[config.mk]
export PLATFORM = sky130hd
export DESIGN_NAME = latch_monitor
export DESIGN_NICKNAME = d
export VERILOG_FILES = /design/src/rtl/latch_mon_pkg.sv /design/src/rtl/latch_monitor_sat_counter.sv /design/src/rtl/latch_monitor.sv
export SDC_FILE = /design/constraint.sdc
export NUM_CORES = 1
export LEC_CHECK = 0
export BUFFER_PORTS_ARGS = -buffer_cell sky130_fd_sc_hd__buf_4
export CORE_ASPECT_RATIO = 1.75
export CORE_UTILIZATION = 40
export CTS_CLUSTER_DIAMETER = 30
export DETAILED_ROUTE_END_ITERATION = 8
export HOLD_SLACK_MARGIN = 0.15
export PLACE_DENSITY = 0.66
export REMOVE_ABC_BUFFERS = 1
export SLEW_MARGIN = 15
export SYNTH_ARGS = -nofsm -noshare
export SYNTH_HDL_FRONTEND = slang
export SYNTH_SLANG_ARGS = --single-unit
export TNS_END_PERCENT = 100
[constraint.sdc]
create_clock -name C -period 3.3 [get_ports C]
set_clock_uncertainty 0.05 [all_clocks]
set_input_delay 0.165 -clock C [delete_from_list [all_inputs] [get_ports C]]
set_output_delay 0.165 -clock C [all_outputs]
set_load 0.01 [all_outputs]
[src/rtl/latch_mon_pkg.sv]
// Shared types for the D-latch monitor: FSM state encoding and violation codes.
package latch_mon_pkg;

    typedef enum logic [1:0] {
        ST_UNKNOWN = 2'd0,
        ST_SETTLE  = 2'd1,
        ST_TRANSP  = 2'd2,
        ST_HOLD    = 2'd3
    } mon_state_t;

    localparam logic [1:0] ERR_NONE = 2'd0;
    localparam logic [1:0] ERR_Q    = 2'd1;
    localparam logic [1:0] ERR_QN   = 2'd2;
    localparam logic [1:0] ERR_BOTH = 2'd3;

    function automatic logic [1:0] err_code_of(input logic bad_q, input logic bad_qn);
        logic [1:0] code;
        code = ERR_NONE;
        if (bad_q && bad_qn) code = ERR_BOTH;
        else if (bad_q)      code = ERR_Q;
        else if (bad_qn)     code = ERR_QN;
        return code;
    endfunction

endpackage

[src/rtl/latch_monitor_sat_counter.sv]
// Saturating up-counter with synchronous clear; sticks at all-ones.
module sat_counter #(
    parameter int CNT_W = 8
) (
    input  logic             clk,
    input  logic             rst_n,
    input  logic             inc,
    input  logic             clear,
    output logic [CNT_W-1:0] count
);

    localparam logic [CNT_W-1:0] CNT_MAX = '1;

    always_ff @(posedge clk or negedge rst_n) begin
        if (!rst_n)
            count <= '0;
        else if (clear)
            count <= '0;
        else if (inc && count != CNT_MAX)
            count <= count + 1'b1;
    end

endmodule

[src/rtl/latch_monitor.sv]
// Scoreboard for a level-sensitive D latch: samples enable/data/Q/Qn, tracks the
// expected stored value and reports violations with a one-cycle err pulse.
module latch_monitor
    import latch_mon_pkg::*;
#(
    parameter int SETTLE = 2,
    parameter int CNT_W  = 8
) (
    input  logic             C,
    input  logic             Rn,
    input  logic             lat_C,
    input  logic             lat_D,
    input  logic             lat_Q,
    input  logic             lat_Qn,
    output logic             err,
    output logic [1:0]       err_code,
    output logic [CNT_W-1:0] err_count,
    output logic [CNT_W-1:0] win_count,
    output logic             exp_valid,
    output logic             exp_q
);

    localparam logic [3:0] SETTLE_LD = 4'(SETTLE - 1);

    logic       c_p0, c_p1;
    logic       d_p0, d_p1;
    logic       q_p0, qn_p0;
    mon_state_t state;
    logic [3:0] settle_cnt;
    logic       hold_skip;
    logic       en_fall, en_rise, d_chg;
    logic       chk_en, chk_ref;
    logic       bad_q, bad_qn, viol, win_inc;

    // Sample stage: one register on every latch signal, plus previous copies for edges
    always_ff @(posedge C or negedge Rn) begin
        if (!Rn) begin
            c_p0 <= 1'b0;
            c_p1 <= 1'b0;
        end else begin
            c_p0 <= lat_C;
            c_p1 <= c_p0;
        end
    end

    always_ff @(posedge C) begin
        d_p0  <= lat_D;
        d_p1  <= d_p0;
        q_p0  <= lat_Q;
        qn_p0 <= lat_Qn;
    end

    assign en_fall = c_p1 & ~c_p0;
    assign en_rise = ~c_p1 & c_p0;
    assign d_chg   = d_p0 ^ d_p1;

    // On the falling-enable cycle the latch holds the data of the last high cycle
    always_comb begin
        chk_en  = 1'b0;
        chk_ref = exp_q;
        case (state)
            ST_TRANSP: begin
                chk_en  = en_fall | ~d_chg;
                chk_ref = en_fall ? d_p1 : d_p0;
            end
            ST_HOLD:   chk_en = ~en_rise & ~hold_skip;
            default:   chk_en = 1'b0;
        endcase
        bad_q   = chk_en & (q_p0 != chk_ref);
        bad_qn  = chk_en & (qn_p0 == q_p0);
        viol    = bad_q | bad_qn;
        win_inc = en_fall & ((state == ST_SETTLE) | (state == ST_TRANSP));
    end

    // Check stage: FSM, expected value and violation report
    always_ff @(posedge C or negedge Rn) begin
        if (!Rn) begin
            state      <= ST_UNKNOWN;
            settle_cnt <= 4'd0;
            hold_skip  <= 1'b0;
            exp_valid  <= 1'b0;
            exp_q      <= 1'b0;
            err        <= 1'b0;
            err_code   <= ERR_NONE;
        end else begin
            err <= viol;
            if (viol)
                err_code <= err_code_of(bad_q, bad_qn);
            case (state)
                ST_UNKNOWN: begin
                    if (c_p0) begin
                        state      <= ST_SETTLE;
                        settle_cnt <= SETTLE_LD;
                    end
                end
                ST_SETTLE: begin
                    if (en_fall) begin
                        state     <= ST_HOLD;
                        exp_q     <= d_p1;
                        exp_valid <= 1'b1;
                        hold_skip <= 1'b1;
                    end else if (d_chg) begin
                        settle_cnt <= SETTLE_LD;
                    end else if (settle_cnt == 4'd0) begin
                        state     <= ST_TRANSP;
                        exp_q     <= d_p0;
                        exp_valid <= 1'b1;
                    end else begin
                        settle_cnt <= settle_cnt - 1'b1;
                    end
                end
                ST_TRANSP: begin
                    exp_valid <= 1'b1;
                    if (en_fall) begin
                        state     <= ST_HOLD;
                        exp_q     <= d_p1;
                        hold_skip <= 1'b0;
                    end else begin
                        exp_q <= d_p0;
                        if (d_chg) begin
                            state      <= ST_SETTLE;
                            settle_cnt <= SETTLE_LD;
                        end
                    end
                end
                ST_HOLD: begin
                    hold_skip <= 1'b0;
                    if (en_rise) begin
                        state      <= ST_SETTLE;
                        settle_cnt <= SETTLE_LD;
                    end
                end
                default: state <= ST_UNKNOWN;
            endcase
        end
    end

    sat_counter #(.CNT_W(CNT_W)) u_err_cnt (
        .clk   (C),
        .rst_n (Rn),
        .inc   (viol),
        .clear (1'b0),
        .count (err_count)
    );

    sat_counter #(.CNT_W(CNT_W)) u_win_cnt (
        .clk   (C),
        .rst_n (Rn),
        .inc   (win_inc),
        .clear (1'b0),
        .count (win_count)
    );

endmodule

Yosys cells after proc, flatten, opt, wreduce, memory -nomap -nowiden
Cells that the tools add are included.
Storage, ports and cells
  register bits: 34
  input port bits: 6
  output and inout port bits: 21
  word-level logic and storage cells: 95
Operators by class
  $add $sub $neg: 3
  equality and inequality tests: 18
  muxes and demuxes: 33
  bitwise gates (word level): 15
  reductions and logical operators: 11
Operators with widths (number)
  $mux 4: 7
  $mux 2: 10
  $add 8x1->8 const B: 2
  $ne 8x8->1 const B: 2
  $pmux 4 s4: 1
  $ne 2x2->1 const B: 7
  $mux 1: 10
  $ne 3x3->1 const B: 3
  $pmux 2 s4: 1
  $and 1x1->1: 6
  $pmux 1 s2: 3
  $reduce_and 3->1: 2
  $reduce_and 6->1: 1
  $not 1->1: 5
  $reduce_and 5->1: 1
  $eq 2x2->1 const B: 2
  $logic_not 4->1: 1
  $sub 4x1->4 const B: 1
  $logic_and 1x1->1: 3
  $ne 3x2->1 const B: 1
  $or 1x1->1: 3
  $pmux 1 s3: 1
  $reduce_bool 3->1: 1
  $eq 2x1->1 const B: 1
  other kinds (5): 5

Depth between registers and ports, before layout
  word-level depth: 9
  mapped depth: 8
  mapped depth without buffers: 7

Modules after synthesis
From an unflattened synthesis, not the netlist that was laid out.
Second synthesis, totals
  cells, all modules: 190
  area total of the unflattened synthesis: 1888.1 sq um
By module, submodules not included
  latch_monitor: instances 1, cells each 92, area each 959.7 sq um, sequential area each 430.4 sq um
  sat_counter: instances 2, cells each 49, area each 464.2 sq um, sequential area each 200.2 sq um

Worst setup path after synthesis
No wires, ideal clock.
  path type: reg-to-reg
  start: reg state[0]
  end: reg u_err_cnt.count[1]
  setup time: 128 ps
  data arrival time: 2036 ps
  data required time: 3122 ps
  path slack: 1086 ps
  cell stages (with the launch flop): 8
  buffers on the path: 0
  clock period less this slack: 2214 ps
  cell sequence: dfrtp_1 > inv_1 > ha_1 > and4b_4 > a311oi_4 > mux2i_2 > nand3_2 > mux2_1
On the way
  cells in the longest elaborated chain, start to end: 6
  elaborated cells on any way between the ends: 9
  those cells by class: eq/ne: 3; mux: 2; bitwise: 3; reduce/logical: 1
Ends and longest elaborated chain
  start: declaration: RTL line latch_monitor.sv:28  | mon_state_t state;
  start signal: assignment: RTL line latch_monitor.sv:78  | state <= ST_UNKNOWN;
  start signal: assignment: RTL line latch_monitor.sv:92  | state <= ST_SETTLE;
  start signal: assignment: RTL line latch_monitor.sv:98  | state <= ST_HOLD;
  $eq 2x2->1: RTL line latch_monitor.sv:61  | case (state)
  $mux 1: RTL line latch_monitor.sv:61
  $ne 1x1->1: RTL line latch_monitor.sv:69  | bad_q = chk_en & (q_p0 != chk_ref);
  $and 1x1->1: RTL line latch_monitor.sv:69
  $or 1x1->1 (*): RTL line latch_monitor.sv:71  | viol = bad_q | bad_qn;
  $logic_and 1x1->1 (*): RTL line latch_monitor_sat_counter.sv:19  | else if (inc && count != CNT_MAX)
  end signal: assignment: RTL line latch_monitor_sat_counter.sv:20  | count <= count + 1'b1;
  end: declaration: RTL line latch_monitor_sat_counter.sv:9  | output logic [CNT_W-1:0] count
Mark *: on every way between the ends. The rest lies on a longest branch, timed or not.
A chain may end at the register's enable or synchronous reset.

Worst setup path in the final report
Same ends and word-level chain as after synthesis.

==> out/metrics.cfg <==
[outcome]
status=complete, no violations

[floorplanning]
initial_core_util=0.421
die-area_um2=4640
core_area_um2=4150
dieWidth_um=51.9
std_cell_rows=31
io_pins=27
die_height_um=89.4

[clock_tree]
postCtsSetupRepairBufs=0
cts-htree-levels=2
clk_pin_slew_ps=70
numClockSinks=34
cts_made_buffers=5
tritoncts=yes
clockRootBuffer=clkbuf_8
clock_path_buffers=2
clk_latency_ps=290

[sta]
setup_viol=0
tns_ps=0
fin_ws_ps=623
fmax_mhz=374
period_share=0.811
relSlewSlack=0.589
worst_pin_slew_ps=616
rsz0062_at_grt=no
holdWs_ps=299
slew_viol_final=0
hold_viol=0
fin_crit_ps=2680

[setup_path]
cp_max_fo=12
crit_required_ps=3420
path_cells=inv_1 > ha_1 > and2b_2 > a311oi_4 > mux2i_2 > nand3_2 > mux2_1
path_class=reg2reg
crit_slowest_cell=mux2i_2
end_kind=flop
critPathArrivalTime_ps=2800
cp_slowest_stage_delay_ps=500
critPathLaunchType=flop

[global_routing]
grt_pass1_wl_um=6060
track_usage=0.177
grt_start_max_net_pins=31
grt_pass1_vias=1344
overflow=0
antenna_found_initial=0

[placed_design]
post-place-ws_ps=617
gp_congestion=0.819
dp_hpwl_um=2500
port_buffers=26

[synth]
async_reset_ff_frac=0.882
synth-seq-cells=34
yosys_warnings=0
synthFlopType=dfrtp_1
avgSynthCellArea_um2=10.2
seq_area_frac_synth=0.476
synth_area_um2=1750
ys_types=48
synth_edf_count=0
netlist_instances=171

[route]
drtIter0Drc=36
vias=1358
drtPass1Iterations=4
routed_via_density=5.30
routedWlPerCell_um=13.6
routed_wirelength_um=3490
post-route-drc-count=0
drtAntennaViolNets=0

[finish]
drive_gt1_frac=0.208
syn_to_final_growth_pct=21.9
num_antenna_cells=0
finalCoreUtilization=0.513
nets=220

[power_and_ir_drop]
power_density_nw_per_um2=804
ir_worst_vdd_uv=484
finalPower_mw=1.71
leakagePower_nw=0.992

[worst_hold_path]
min_path_type=in2async

[job]
max-cap-violations=0

[what timing repair did]
action	CTS	global route
hold endpoints to repair	34	0
gates resized for setup	0	0
hold buffers	5	0
[final cells by class]
type / instances / area, um^2
repair buffers: 31 / 245
flip-flops and latches: 34 / 831
fillers: 398 / 2020
well taps: 49 / 61.3
clock buffers: 8 / 90.1
inverters: 8 / 30.0
multi-input cells: 126 / 871
[through the flow]
step / cells / area, um^2
6_report: 256 / 2130
5_1_grt: 256 / 2130
4_1_cts: 256 / 2130
3_5_place_dp: 243 / 1990
3_3_place_gp: 243 / 1990
2_1_floorplan: 168 / 1730
[worst max-delay path: cells and delay by family, from the launching register on]
kind | cells | cell delay, ps
multiplexers | 2 | 830
AND/OR/NAND/NOR | 2 | 460
adder cells (fa/ha/maj) | 1 | 420
AO/OA/AOI/OAI | 1 | 310
buffers and inverters | 1 | 100
flip-flops | 1 | 400
[routing by layer]
metal	vias to the layer above	track usage	routed length, um
met5	-	0	0
met4	0	0.0811	76
met3	8	0.0374	99
met2	26	0.322	1850
met1	655	0.188	1460
li1	669	-	-
[Yosys cell counts, types with 2 or more instances]
cell type | n | area [um^2]
a22oi_1 | 2 | 15.0
and2b_2 | 2 | 17.5
nand3_1 | 6 | 30.0
nor2b_1 | 6 | 37.5
o21ai_0 | 7 | 35.0
nor3_1 | 4 | 20.0
xnor2_1 | 7 | 61.3
a2bb2oi_1 | 2 | 17.5
a21oi_1 | 2 | 10.0
and2_1 | 2 | 12.5
inv_1 | 8 | 30.0
nand2_1 | 19 | 71.3
nand2b_1 | 2 | 12.5
mux2i_1 | 2 | 20.0
nand4_1 | 4 | 25.0
xor2_1 | 6 | 52.6
and3_1 | 3 | 18.8
buf_2 | 2 | 10.0
ha_1 | 8 | 100
nor2_1 | 12 | 45.0
dfrtp_1 | 30 | 751
a31oi_1 | 4 | 25.0
a21o_1 | 3 | 22.5
dfxtp_1 | 4 | 80.1
[where the power goes]
part	total [mW]	switching, mW	internal [mW]	leakage [nW]
combinational	0.733	0.382	0.351	0.539
sequential	0.657	0.121	0.536	0.408
clock	0.320	0.150	0.170	0.0455
[state kept, by name (all words and copies together) (netlist names), 2 cells and up]
name,flops
u_win_cnt.count,8
u_err_cnt.count,8
state,2
err_code,2
settle_cnt,4
[cells in the final DEF, fill, tap and decap left out, types with 3 or more instances in the layout]
cell type,count
clkbuf_8,6
nor2b_1,6
buf_4,26
nor3_1,4
nand2_1,19
dlygate4sd3_1,5
xnor2_1,7
ha_1,8
dfrtp_1,30
nand3_1,6
xor2_1,6
nor2_1,12
a21o_1,3
and3_1,3
dfxtp_1,4
inv_1,8
a31oi_1,4
nand4_1,4
o21ai_0,7
[final timing paths]
kind | from | to | slack, ps | depth (start not counted)
min in group C | d_p0 | d_p1 | 390 | 0
setup reg to reg | state[0] | u_err_cnt.count[1] | 620 | 7
setup / recovery | state[0] | u_err_cnt.count[1] | 620 | 7
hold / removal | Rn | u_win_cnt.count[1] | 300 | 2
hold reg to reg | d_p0 | d_p1 | 390 | 0
max in group asynchronous | Rn | c_p0 | 2610 | 2
[cell families (layout without fill, tap and decap cells)]
group | after synthesis | count (layout) | share of synthesized area
compound gates | 32 | 32 | 0.138
xor+xnor | 13 | 13 | 0.0652
fa+ha+maj | 8 | 8 | 0.0573
buf+inv | 11 | 47 | 0.0251
flops | 34 | 34 | 0.476
mux | 5 | 5 | 0.0323
simple gates | 68 | 68 | 0.206
No activity file was read; power rests on OpenSTA's default activity.
